==> config.mk <==
export PLATFORM = sky130hd
export DESIGN_NAME = epochtv1_vram_arb
export DESIGN_NICKNAME = d
export VERILOG_FILES = /design/src/rtl/epochtv1_vram_arb.sv
export SDC_FILE = /design/constraint.sdc
export NUM_CORES = 1
export LEC_CHECK = 0
export BUFFER_PORTS_ARGS = -buffer_cell sky130_fd_sc_hd__buf_4
export CAP_MARGIN = 15
export CORE_ASPECT_RATIO = 1.5
export CORE_MARGIN = 3
export CORE_UTILIZATION = 51
export DETAILED_ROUTE_END_ITERATION = 12
export PLACE_DENSITY = 0.84
export SETUP_SLACK_MARGIN = 0.5
export SYNTH_ARGS = -nofsm -noshare
export SYNTH_HDL_FRONTEND = slang
export SYNTH_SLANG_ARGS = --single-unit
==> constraint.sdc <==
create_clock -name i_clk -period 3.1 [get_ports i_clk]
set_clock_uncertainty 0.05 [all_clocks]
set_input_delay 0 -clock i_clk [delete_from_list [all_inputs] [get_ports i_clk]]
set_output_delay 0 -clock i_clk [all_outputs]
set_load 0.005 [all_outputs]
==> src/rtl/epochtv1_vram_arb.sv <==
// VRAM bank arbiter for the Epoch TV-1: shares one external bank between CPU and renderer,
// one access per CE slot, renderer first with a starvation guard that forces a CPU slot.
module epochtv1_vram_arb #(
  parameter int AWIDTH       = 12,
  parameter int DWIDTH       = 8,
  parameter int CPU_MAX_WAIT = 4
) (
  input  logic              i_clk,
  input  logic              i_res,
  input  logic              i_ce,
  input  logic              i_cpu_req,
  input  logic              i_cpu_we,
  input  logic [AWIDTH-1:0] i_cpu_a,
  input  logic [DWIDTH-1:0] i_cpu_di,
  output logic [DWIDTH-1:0] o_cpu_do,
  output logic              o_cpu_ack,
  input  logic              i_ren_req,
  input  logic [AWIDTH-1:0] i_ren_a,
  output logic              o_ren_gnt,
  output logic [DWIDTH-1:0] o_ren_do,
  output logic              o_ren_rvalid,
  output logic [AWIDTH-1:0] o_va,
  input  logic [DWIDTH-1:0] i_vd,
  output logic [DWIDTH-1:0] o_vd,
  output logic              o_nvrd,
  output logic              o_nvwr
);

  localparam int CW = (CPU_MAX_WAIT > 0) ? $clog2(CPU_MAX_WAIT + 1) : 1;
  localparam logic [CW-1:0] MAXC = CW'(CPU_MAX_WAIT);

  typedef enum logic [1:0] {ST_IDLE, ST_ISSUE, ST_DONE} state_t;

  state_t              r_state, w_state_next;
  logic [CW-1:0]       r_count, w_count_next;
  logic                w_gnt_ren, w_gnt_cpu;
  logic                r_sel_cpu, r_we;
  logic [AWIDTH-1:0]   r_va;
  logic [DWIDTH-1:0]   r_vd, r_cpu_do, r_ren_do;
  logic                r_nvrd, r_nvwr, r_ack, r_gnt, r_rvalid;

  // Count stays at MAXC while the renderer keeps winning, so "!= MAXC" means "< MAXC".
  always_comb begin
    w_state_next = r_state;
    w_count_next = r_count;
    w_gnt_ren    = 1'b0;
    w_gnt_cpu    = 1'b0;
    case (r_state)
      ST_IDLE: begin
        if (i_ce) begin
          if (i_cpu_req && (!i_ren_req || r_count == MAXC)) begin
            w_gnt_cpu    = 1'b1;
            w_count_next = '0;
          end else if (i_ren_req) begin
            w_gnt_ren = 1'b1;
            if (i_cpu_req) w_count_next = CW'(r_count + 1'b1);
          end
          if (w_gnt_cpu || w_gnt_ren) w_state_next = ST_ISSUE;
        end
      end
      ST_ISSUE: w_state_next = ST_DONE;
      ST_DONE:  w_state_next = ST_IDLE;
      default:  w_state_next = ST_IDLE;
    endcase
  end

  always_ff @(posedge i_clk or posedge i_res) begin
    if (i_res) begin
      r_state   <= ST_IDLE;
      r_count   <= '0;
      r_sel_cpu <= 1'b0;
      r_we      <= 1'b0;
      r_va      <= '0;
      r_vd      <= '0;
      r_cpu_do  <= '0;
      r_ren_do  <= '0;
      r_nvrd    <= 1'b1;
      r_nvwr    <= 1'b1;
      r_ack     <= 1'b0;
      r_gnt     <= 1'b0;
      r_rvalid  <= 1'b0;
    end else begin
      r_state  <= w_state_next;
      r_count  <= w_count_next;
      r_gnt    <= w_gnt_ren;
      r_ack    <= 1'b0;
      r_rvalid <= 1'b0;
      if (w_gnt_ren) begin
        r_va      <= i_ren_a;
        r_nvrd    <= 1'b0;
        r_sel_cpu <= 1'b0;
        r_we      <= 1'b0;
      end
      if (w_gnt_cpu) begin
        r_va      <= i_cpu_a;
        r_sel_cpu <= 1'b1;
        r_we      <= i_cpu_we;
        if (i_cpu_we) begin
          r_vd   <= i_cpu_di;
          r_nvwr <= 1'b0;
        end else begin
          r_nvrd <= 1'b0;
        end
      end
      if (r_state == ST_ISSUE) begin
        r_nvrd <= 1'b1;
        r_nvwr <= 1'b1;
      end
      // Read data is captured one CLK after the strobe closes, giving the RAM a full cycle.
      if (r_state == ST_DONE) begin
        if (r_sel_cpu) begin
          r_ack <= 1'b1;
          if (!r_we) r_cpu_do <= i_vd;
        end else begin
          r_rvalid <= 1'b1;
          r_ren_do <= i_vd;
        end
      end
    end
  end

  assign o_va         = r_va;
  assign o_vd         = r_vd;
  assign o_nvrd       = r_nvrd;
  assign o_nvwr       = r_nvwr;
  assign o_cpu_do     = r_cpu_do;
  assign o_cpu_ack    = r_ack;
  assign o_ren_gnt    = r_gnt;
  assign o_ren_do     = r_ren_do;
  assign o_ren_rvalid = r_rvalid;

endmodule

# [After elaboration in Yosys (flattened, before gate mapping)]
# Cells that the tools add are included.
[op_classes] n_addsub=1 mux=33 n_reduce_logical=16 n_eq_ne=5 bitwise=2
[op_table] cell="$mux W1" count=25
[op_table] cell="$mux W12" count=2
[op_table] cell="$reduce_bool A2 Y1" count=5
[op_table] cell="$mux W3" count=3
[op_table] cell="$reduce_and A2 Y1" count=4
[op_table] cell="$mux W2" count=2
[op_table] cell="$ne A2 B2 Y1 const B" count=2
[op_table] cell="$pmux W2 S2" count=1
[op_table] cell="$reduce_and A4 Y1" count=1
[op_table] cell="$add A3 B1 Y3 const B" count=1
[op_table] cell="$eq A3 B3 Y1 const B" count=1
[op_table] cell="$reduce_and A3 Y1" count=1
[op_table] cell="$eq A2 B1 Y1 const B" count=1
[op_table] cell="$eq A2 B2 Y1 const B" count=1
[op_table] cell="$logic_not A2 Y1" count=1
[op_table] cell="$logic_or A1 B1 Y1" count=2
[op_table] cell="$not A1 Y1" count=2
[op_table] cell="$logic_and A1 B1 Y1" count=1
[op_table] cell="$logic_not A1 Y1" count=1
[totals] reg_bits=48 elab_cells=70 out_inout_bits=41 in_bits=46

# [Longest topological paths before layout]
# Gate-level depths: netlist (run 1).
[depth] ltp_word=12 mapped_depth=6 ltp_nobuf=5

# [Worst setup path before layout (run 1)]
# OpenSTA, ideal clock, no wires.
[synth_timing] path_type="reg2reg" start="register r_count[0]" end="register r_vd[0], in the netlist o_vd[0]" path_buffers=0 stages_incl_launch_ff=6 period_less_slack_ns=1.516 required_ns=2.925 setup_ns=0.125 t_arrival_ns=1.341 setup_slack_ns=1.584 path_cell_list="dfrtp_1 inv_1 ha_1 a21bo_2 nand3_4 mux2_4"
[synth_between] elab_chain_len=9
[synth_rtl] item="start, declared" line_no="35" text="logic [CW-1:0] r_count, w_count_next;"
[synth_rtl] item="start signal, assigned" line_no="84" text="r_count <= w_count_next;"
[synth_rtl] item="$eq A3 B3 Y1" line_no="51" text="if (i_cpu_req && (!i_ren_req || r_count == MAXC)) begin"
[synth_rtl] item="$logic_or A1 B1 Y1" line_no="51"
[synth_rtl] item="$logic_and A1 B1 Y1" line_no="51"
[synth_rtl] item="$mux W1" line_no="51"
[synth_rtl] item="$mux W1" line_no="50" text="if (i_ce) begin"
[synth_rtl] item="$mux W1" line_no="48" text="case (r_state)"
[synth_rtl] item="$mux W1" line_no="50"
[synth_rtl] item="$mux W1" line_no="48"
[synth_rtl] item="$reduce_and A2 Y1 (no line)"
[synth_rtl] item="end signal, assigned" line_no="99" text="r_vd <= i_cpu_di;"
[synth_rtl] item="end, declared" line_no="39" text="logic [DWIDTH-1:0] r_vd, r_cpu_do, r_ren_do;"
# No other way between the ends. The select of a mux whose other input is x is not followed.
# A chain may end at the register's enable or synchronous reset.

# [Worst setup path after layout (run 1)]
[layout_timing] start="register r_state[1]" end="register r_va[1], in the netlist o_va[1]"
[layout_between] elab_chain_len=3 word_cells_on_any_way=5 classes_between="mux (3); reduce/logical (2)"
[layout_rtl] item="start, declared" line_no="34" text="state_t r_state, w_state_next;"
[layout_rtl] item="start signal, assigned" line_no="83" text="r_state <= w_state_next;"
[layout_rtl] item="$logic_not A2 Y1 *" line_no="48"
[layout_rtl] item="$mux W1" line_no="48"
[layout_rtl] item="$mux W12 or $reduce_bool A2 Y1 (tied branches)"
[layout_rtl] item="end signal, assigned" line_no="89" text="r_va <= i_ren_a;"
[layout_rtl] item="end signal, assigned" line_no="95" text="r_va <= i_cpu_a;"
[layout_rtl] item="end, declared" line_no="38" text="logic [AWIDTH-1:0] r_va;"
# Mark *: on every way between the ends. The rest lies on a longest branch, timed or not.

==> flow_metrics.env, run 1 <==
export IMPL_postCtsHoldBufs=43
export IMPL_dr_pass1_iters=5
export IMPL_power_density_nw_per_um2=658
export IMPL_r2r_setup_slack_ns=0.67
export IMPL_synth_seq_cells=48
export IMPL_hold_depth=3
export IMPL_gr_total_overflow=0
export IMPL_initial_core_util_pct=54.6
export IMPL_synth_edff_count=0
export IMPL_synthToLayoutAreaGrowth_pct=57.3
export IMPL_synth_nets=213
export IMPL_clock_fmax_mhz=412
export IMPL_final_cell_area_um2=3250
export IMPL_synth_cells=165
export IMPL_drc=0
export IMPL_critPathKind="reg2reg"
export IMPL_routed_wl_mm=6.13
export IMPL_vias=1878
export IMPL_ys_top_cells_by_area="dfrtp_1, mux2_4, mux2_1"
export IMPL_critPathSlowestCell="dlygate4sd3_1"
export IMPL_cts_sinks=48
export IMPL_num_antenna_cells=0
export IMPL_yosysMostFrequentCell="dfrtp_1"
export IMPL_synth_area_leader_cell="dfrtp_1"
export IMPL_reg2reg_from="r_state[1]"
export IMPL_gr_usage_all_layers_pct=27.4
export IMPL_ys_warn_count=0
export IMPL_maxSlewHeadroom_pct=35.1
export IMPL_cap_violations=0
export IMPL_fin_crit_ns=2.43
export IMPL_ys_types=35
export IMPL_post_route_util_pct=85.9
export IMPL_rr_endpoint="o_va[1]"
export IMPL_synth_ff_type="dfrtp_1"
export IMPL_worst_pin_slew_ns=0.972
export IMPL_hp_class="in2reg"
export IMPL_hold_viol=0
export IMPL_syn_area_um2=2070
export IMPL_drt_iter0_drc=81
export IMPL_postCtsSetupRepairBufs=0
export IMPL_clockBufferDepth=2
export IMPL_post_drt_wl_per_cell_um=18.2
export IMPL_cellLeakagePower_nw=1.53
export IMPL_ir_worst_vdd_mv=0.510
export IMPL_netlist_area_leader_share_pct=55.7
export IMPL_crit_path_cell_trace="nor3b_2 -> buf_4 -> and2_1 -> a31oi_1 -> dlygate4sd3_1"
export IMPL_cts_repair_resized=0
export IMPL_gp_congestion=0.762
export IMPL_syn_area_per_cell_um2=12.5
export IMPL_period_share_pct=78.3
export IMPL_antenna_found_initial=0
export IMPL_ant_nets=0
export IMPL_startpoint_type="flop"
export IMPL_arrival_ns=2.56
export IMPL_clockRootBuffer="clkbuf_8"
export IMPL_cts_tree="yes"
export IMPL_clock_latency_ns=0.30
export IMPL_coreArea_um2=3780
export IMPL_h_tree_depth=2
export IMPL_cts_buffers=5
export IMPL_synth_commonest_cells="dfrtp_1, nand3_1, a21oi_1, a31oi_1, o21ai_0"
export IMPL_status="complete, no violations"
export IMPL_drive_above_1_share_pct=40.3
export IMPL_ys_seq_area_share_pct=58.2
export IMPL_hp_start="i_cpu_req"
export IMPL_dieHeight_um=84.0
export IMPL_min_to="o_ren_gnt"
export IMPL_rows=27
export IMPL_endpoint_kind="flop"
export IMPL_critPathMaxFanout=15
export IMPL_grt_pass1_vias=2022
export IMPL_drv_slew=0
export IMPL_grt_max_degree=49
export IMPL_synthArstFlopShare_pct=100
export IMPL_ios=87
export IMPL_grt_setup_unrepaired="false"
export IMPL_setup_viol=0
export IMPL_grt_pass1_wl_mm=10.2
export IMPL_fp_dieW_um=58.0
export IMPL_dpl_hpwl_mm=3.52
export IMPL_worst_path_buf_inv=2
export IMPL_critPathRequiredTime_ns=3.23
export IMPL_crit_family="buffers and inverters"
export IMPL_max_stage_delay_ns=0.61
export IMPL_layout_nets=340
export IMPL_die_area_um2=4870
export IMPL_dpl_instance_area_um2=2720
export IMPL_fill_cells=189
export IMPL_reg2reg_depth=5
export IMPL_io_buffers=86
export IMPL_viasPerCell=5.59
export IMPL_tns_ns=0
export IMPL_clkTransAtPathRegs_ns=0.09
[worst max-delay path by stage]
stage	from	to	slack, ns	cells after the start
2_1_floorplan	r_count[0]	o_vd[0]	1.58	5
3_3_place_gp	r_state[0]	o_vd[2]	1.18	3
3_5_place_dp	r_state[0]	o_vd[1]	1.13	3
4_1_cts	r_state[0]	o_va[0]	0.77	4
5_1_grt	r_state[1]	o_va[7]	0.55	4
6_report	r_state[1]	o_va[1]	0.67	5
[state kept, by name, indices dropped and copies added, names as in the netlist]
register	count
r_we	1
r_count	3
o_nvwr	1
o_va	12
r_state	2
o_cpu_do	8
o_vd	8
o_ren_rvalid	1
o_nvrd	1
o_ren_do	8
o_ren_gnt	1
o_cpu_ack	1
r_sel_cpu	1
[power breakdown]
part | internal [mW] | leakage (nW) | switching [mW]
Sequential | 0.835 | 0.574 | 0.125
Clock | 0.204 | 0.0515 | 0.198
Combinational | 0.497 | 0.903 | 0.280
Total | 1.54 | 1.53 | 0.603
[worst min-delay path, stage by stage]
cell	delay [ns]
buf_4	0.13
inv_1	0.06
o211a_1	0.18
[cell type report]
| cell class | instances | area (um^2) | area share, % |
|---|---|---|---|
| clock buffer | 8 | 100 | 3.08 |
| sequential | 48 | 1200 | 37.0 |
| inverter | 6 | 22.5 | 0.693 |
| multi-input combinational | 100 | 781 | 24.0 |
| timing repair buffer | 131 | 1090 | 33.6 |
| tap | 43 | 53.8 | 1.65 |
[cells in the final DEF, fill, tap and decap left out]
| master | instances |
|---|---|
| buf_4 | 88 |
| dfrtp_1 | 46 |
| dlygate4sd3_1 | 43 |
| nand3_1 | 13 |
| a21oi_1 | 12 |
| a31oi_1 | 12 |
| o21ai_0 | 11 |
| mux2_1 | 8 |
| mux2_4 | 8 |
| mux2_2 | 8 |
| clkbuf_8 | 7 |
| o21ai_1 | 5 |
| inv_1 | 5 |
| nand2_1 | 2 |
| and2_1 | 2 |
| ha_1 | 2 |
| dfstp_2 | 2 |
| and4bb_1 | 1 |
| a21boi_2 | 1 |
| nand4bb_1 | 1 |
| and3b_1 | 1 |
| a21bo_2 | 1 |
| nand2b_1 | 1 |
| o2bb2ai_1 | 1 |
| nor2b_1 | 1 |
| nand3_4 | 1 |
| a21o_1 | 1 |
| nor3b_2 | 1 |
| or2_1 | 1 |
| o211a_1 | 1 |
| nor3b_1 | 1 |
| o32ai_1 | 1 |
| nor2_1 | 1 |
| inv_2 | 1 |
| o22ai_1 | 1 |
| clkbuf_1 | 1 |
[layer usage]
metal,global-route usage [%],share of wire (%),up-vias
met4,10.5,2.8,0
met5,0,0,-
met3,6.04,7.7,20
li1,-,-,849
met2,48.8,55,110
met1,30.9,34,899
[metrics by stage]
stage | setup slack, ns | power (mW) | hold slack [ns] | instances
after floorplan | 1.58 | 1.23 | 0.0847 | 165
after global placement | 1.18 | 1.61 | 0.176 | 285
after detailed placement | 1.13 | 1.64 | 0.185 | 285
after CTS | 0.770 | 2.11 | 0.0217 | 336
after global routing | 0.550 | 2.26 | 0.0460 | 336
final | 0.671 | 2.14 | 0.0567 | 336
[logic make-up after synthesis]
logic type	count (synthesis)	synth area share, %
AOI/OAI and AO/OA	47	13.4
and+or+nand+nor	27	8.60
DFF	48	58.2
buffers and inverters	17	4.00
adders and majority gates	2	1.21
muxes	24	14.5
(Power assumes the default switching activity.)
==> run 2, diff against run 1 <==
CORE_UTILIZATION = 43   (was 51)
PLACE_DENSITY = 0.76   (was 0.84)
clock period = 2.2 ns   (was 3.1 ns; I/O delays follow)
==> flow_metrics.env, run 2 (synthesis results as in run 1) <==
export IMPL_status="complete, no violations"
export IMPL_maxSlewHeadroom_pct=68.4
export IMPL_endpoint_kind="flop"
export IMPL_ant_nets=0
export IMPL_path_depth=5
export IMPL_die_area_um2=5690
export IMPL_post_drt_wl_per_cell_um=16.3
export IMPL_p_int_mw=2.21
export IMPL_clockBufferDepth=2
export IMPL_post_route_util_pct=73.0
export IMPL_switching_share_pct=27.6
export IMPL_cellLeakagePower_nw=1.57
export IMPL_io_buffers=86
export IMPL_grt_pass1_vias=1912
export IMPL_gp_congestion=0.779
export IMPL_reg2reg_depth=5
export IMPL_hold_depth=3
export IMPL_crit_family="compound AO/OA/AOI/OAI gates"
export IMPL_coreArea_um2=4580
export IMPL_pwr_share_clk_pct=21.8
export IMPL_fp_dieW_um=62.6
export IMPL_ios=87
export IMPL_layout_nets=343
export IMPL_dr_pass1_iters=4
export IMPL_ir_worst_vdd_mv=0.551
export IMPL_drv_slew=0
export IMPL_clkTransAtPathRegs_ns=0.09
export IMPL_use_met1_pct=24.2
export IMPL_cts_sinks=48
export IMPL_layout_common_cells="buf_4, dfrtp_1, dlygate4sd3_1"
export IMPL_startpoint_type="flop"
export IMPL_crit_path_cell_trace="inv_1 -> ha_1 -> a21boi_4 -> o21ai_0 -> a31oi_1"
export IMPL_placed_cells=308
export IMPL_antenna_found_initial=0
export IMPL_vias=1833
export IMPL_dpl_hpwl_mm=3.59
export IMPL_fill_cells=312
export IMPL_clockRootBuffer="clkbuf_8"
export IMPL_grt_setup_unrepaired="true"
export IMPL_viasPerCell=5.09
export IMPL_worst_path_buf_inv=1
export IMPL_h_tree_depth=2
export IMPL_gr_total_overflow=0
export IMPL_clock_fmax_mhz=615
export IMPL_critPathKind="reg2reg"
export IMPL_grt_max_degree=28
export IMPL_seqPwrFrac_pct=44.3
export IMPL_synthToLayoutAreaGrowth_pct=61.7
export IMPL_pwr_share_comb_pct=33.9
export IMPL_dieHeight_um=90.9
export IMPL_gr_usage_met2_pct=38.0
export IMPL_setup_viol=0
export IMPL_tns_ns=0
export IMPL_critPathSlowestCell="a21boi_4"
export IMPL_arrival_ns=1.79
export IMPL_busiest_layer="met2"
export IMPL_power_density_nw_per_um2=912
export IMPL_drc=0
export IMPL_max_stage_delay_ns=0.42
export IMPL_finalNonFillerCells=360
export IMPL_clock_latency_ns=0.30
export IMPL_worst_pin_slew_ns=0.474
export IMPL_routed_wl_mm=5.87
export IMPL_period_share_pct=73.9
export IMPL_hp_class="in2reg"
export IMPL_fin_crit_ns=1.63
export IMPL_cap_violations=0
export IMPL_netSwitchingPower_mw=0.843
export IMPL_drt_iter0_drc=61
export IMPL_hold_viol=0
export IMPL_grt_pass1_wl_mm=9.41
export IMPL_cts_buffers=5
export IMPL_final_common_cell="buf_4"
export IMPL_cts_tree="yes"
export IMPL_power_mw=3.05
export IMPL_gr_usage_all_layers_pct=21.1
export IMPL_rows=30
export IMPL_use_met3_pct=3.99
export IMPL_initial_core_util_pct=45.1
export IMPL_critPathRequiredTime_ns=2.37
export IMPL_drive_above_1_share_pct=41.9
export IMPL_largest_register_ff_count=12
export IMPL_num_antenna_cells=0
export IMPL_holdWs_ns=0.0498
export IMPL_critPathMaxFanout=17
==> run 2: layout make-up <==
type | count | area [um^2] | share of cell area, %
clock buffers | 6 | 82.6 | 2.47
clock inverters | 2 | 38.8 | 1.16
inverters | 6 | 22.5 | 0.674
multi-input cells | 100 | 801 | 24.0
flip-flops and latches | 48 | 1200 | 36.0
well taps | 64 | 80.1 | 2.40
repair buffers | 134 | 1110 | 33.3
==> run 2: routing by layer <==
| metal | part of all wire (%) | up-vias |
|---|---|---|
| met5 | 0 | - |
| met4 | 2.4 | 0 |
| met3 | 4.1 | 13 |
| met2 | 54 | 66 |
| met1 | 39 | 899 |
| li1 | - | 855 |
==> run 2: per-stage QoR <==
step	setup WS (ns)	area (um^2)
finish	0.573	3340
global route	0.478	3340
CTS	0.459	3310
detailed placement	0.468	2760
global placement	0.494	2760
floorplan	0.684	2070
==> run 2: path summary, 6_finish.rpt <==
path	from	end	slack, ns
min	i_cpu_req	o_ren_gnt	0.05
min in group asynchronous	i_res	o_va[9]	0.23
min reg2reg	o_cpu_do[1]	o_cpu_do[1]	0.45
max in group asynchronous	i_res	o_ren_do[5]	1.16
max reg2reg	r_count[0]	o_va[7]	0.57
max	r_count[0]	o_va[7]	0.57
==> run 2: power groups by stage <==
stage	clock (mW)	combinational, mW	sequential [mW]
floorplan	0	0.381	1.36
global placement	0	0.933	1.34
detailed placement	0	0.955	1.36
CTS	0.672	1.02	1.34
global route	0.712	1.13	1.39
finish	0.664	1.03	1.35
==> run 2: what timing repair did <==
action                                  CTS  global route
gates resized for setup                   0             4
pin swaps                                 0             1
endpoints found under the hold margin    57             0
hold buffers                             43             0
endpoints found under the setup margin   14            25
buffers inserted                          0             1
==> run 2: worst register-to-register path, cell delays in order, from the launching register on <==
cell and delay, ns:
dfrtp_1 0.39, inv_1 0.06, ha_1 0.25, a21boi_4 0.43, o21ai_0 0.16, a31oi_1 0.21
==> run 3, diff against run 2 <==
CORE_UTILIZATION = 47   (was 43)
PLACE_DENSITY = 0.79   (was 0.76)
clock period = 1.5 ns   (was 2.2 ns; I/O delays follow)
==> flow_metrics.env, run 3 (synthesis results as in run 1) <==
export IMPL_dpl_hpwl_mm=3.96
export IMPL_period_share_pct=105
export IMPL_cts_tree="yes"
export IMPL_tns_ns=-0.508
export IMPL_post_route_util_pct=91.2
export IMPL_endpoint_kind="flop"
export IMPL_antenna_found_initial=0
export IMPL_ios=87
export IMPL_initial_core_util_pct=50.4
export IMPL_drive_above_1_share_pct=52.7
export IMPL_gp_congestion=0.763
export IMPL_critPathKind="reg2reg"
export IMPL_dr_pass1_iters=4
export IMPL_hold_viol=0
export IMPL_layout_nets=364
export IMPL_use_met1_pct=33.6
export IMPL_seqPwrFrac_pct=39.8
export IMPL_violations="setup timing"
export IMPL_dieHeight_um=87.2
export IMPL_layout_common_cells="buf_4, dfrtp_1, dlygate4sd3_1"
export IMPL_post_drt_wl_per_cell_um=25.6
export IMPL_grt_setup_unrepaired="true"
export IMPL_clkTransAtPathRegs_ns=0.09
export IMPL_arrival_ns=1.72
export IMPL_power_density_nw_per_um2=1380
export IMPL_critPathRequiredTime_ns=1.65
export IMPL_num_antenna_cells=0
export IMPL_fp_dieW_um=60.1
export IMPL_final_common_cell="buf_4"
export IMPL_die_area_um2=5250
export IMPL_viasPerCell=6.02
export IMPL_switching_share_pct=31.1
export IMPL_maxSlewHeadroom_pct=73.2
export IMPL_pwr_share_comb_pct=41.1
export IMPL_gr_total_overflow=0
export IMPL_cellLeakagePower_nw=1.76
export IMPL_ir_worst_vdd_mv=1.42
export IMPL_cts_buffers=5
export IMPL_coreArea_um2=4100
export IMPL_critPathMaxFanout=5
export IMPL_h_tree_depth=2
export IMPL_drt_iter0_drc=159
export IMPL_busiest_layer="met2"
export IMPL_drv_slew=0
export IMPL_clockBufferDepth=2
export IMPL_fin_ws_ns=-0.0720
export IMPL_hp_class="in2reg"
export IMPL_ant_nets=0
export IMPL_gr_usage_met2_pct=53.1
export IMPL_routed_wl_mm=9.26
export IMPL_io_buffers=86
export IMPL_cts_sinks=48
export IMPL_startpoint_type="flop"
export IMPL_gr_usage_all_layers_pct=30.7
export IMPL_clockRootBuffer="clkbuf_8"
export IMPL_clock_latency_ns=0.31
export IMPL_grt_max_degree=18
export IMPL_worst_pin_slew_ns=0.402
export IMPL_grt_pass1_vias=2245
export IMPL_largest_register_ff_count=12
export IMPL_drc=0
export IMPL_grt_pass1_wl_mm=11.8
export IMPL_status="complete, but fails checks"
export IMPL_cap_violations=0
export IMPL_use_met3_pct=7.86
export IMPL_clock_fmax_mhz=636
export IMPL_p_int_mw=3.56
export IMPL_synthToLayoutAreaGrowth_pct=80.9
export IMPL_netSwitchingPower_mw=1.61
export IMPL_rows=28
export IMPL_setup_viol=18
export IMPL_holdWs_ns=0.0291
export IMPL_pwr_share_clk_pct=19.1
export IMPL_fin_crit_ns=1.57
export IMPL_vias=2181
## run 3: cell count changes in the layout (fill, tap and decap cells not counted), moves of 2 or more
| cell | delta |
|---|---|
| and2_4 | +2 |
| buf_12 | +2 |
| buf_4 | +4 |
| buf_6 | +13 |
| clkinvlp_4 | +2 |
| inv_1 | -2 |
| mux2_1 | -8 |
| mux2_2 | -8 |
| mux2_4 | +16 |
| nor3b_4 | +2 |
| o21ai_0 | -10 |
| o21ai_1 | +6 |
| o21ai_2 | +3 |
## run 3: metal layers
| layer | share of wire [%] | routed length (um) | up-vias |
|---|---|---|---|
| li1 | - | - | 909 |
| met1 | 31 | 2920 | 1042 |
| met2 | 52 | 4830 | 180 |
| met3 | 8.9 | 826 | 50 |
| met4 | 7.4 | 687 | 0 |
| met5 | 0 | 0 | - |
## run 3: final timing paths
path                               end  slack [ns]        start  depth (start not counted)
setup / recovery           o_ren_do[7]       -0.07   r_state[0]                          4
hold / removal                  o_nvrd        0.03     i_cpu_we                          3
setup reg to reg           o_ren_do[7]       -0.07   r_state[0]                          4
hold reg to reg            o_cpu_do[3]        0.47  o_cpu_do[3]                          1
max in group asynchronous         r_we        0.64        i_res                          4
min in group asynchronous      o_va[0]        0.22        i_res                          3
## run 3: what timing repair did
action | 4_1_cts | 5_1_grt
resized for setup | 32 | 21
buffers inserted | 5 | 4
hold endpoints to repair | 75 | 0
setup endpoints to repair | 48 | 48
gates cloned | 4 | 1
pin swaps | 7 | 11
hold buffers | 42 | 0
## run 3: through the flow
| step | cell area [um^2] | power [mW] | setup WS (ns) | cells |
|---|---|---|---|---|
| after floorplan | 2180 | 2.75 | 0.0518 | 165 |
| after global placement | 2910 | 3.59 | -0.0158 | 298 |
| after detailed placement | 2910 | 3.65 | -0.0546 | 298 |
| after CTS | 3640 | 4.85 | 0.0510 | 357 |
| after global routing | 3740 | 5.36 | -0.102 | 362 |
| final | 3740 | 5.16 | -0.0720 | 362 |
## run 3: area by class of cell
cell class                      instances  area (um^2)
Multi-Input combinational cell        101          976
Timing Repair Buffer                  154         1360
Fill cell                             160          359
Sequential cell                        48         1200
Clock inverter                          3         46.3
Inverter                                6         26.3
Tap cell                               45         56.3
Clock buffer                            5         68.8
## run 3: critical path, cell delays in order, from the launching register on
cell     delay, ns
dfrtp_1       0.44
buf_6         0.16
nor3b_4       0.31
buf_6         0.20
mux2_4        0.31
## run 3: power by group through the flow
stage          clock network, mW  registers [mW]  logic, mW
2_1_floorplan                  0            2.01      0.740
3_3_place_gp                   0            2.00       1.59
3_5_place_dp                   0            2.01       1.64
4_1_cts                    0.961            2.00       1.89
5_1_grt                     1.03            2.09       2.24
6_report                   0.986            2.06       2.12
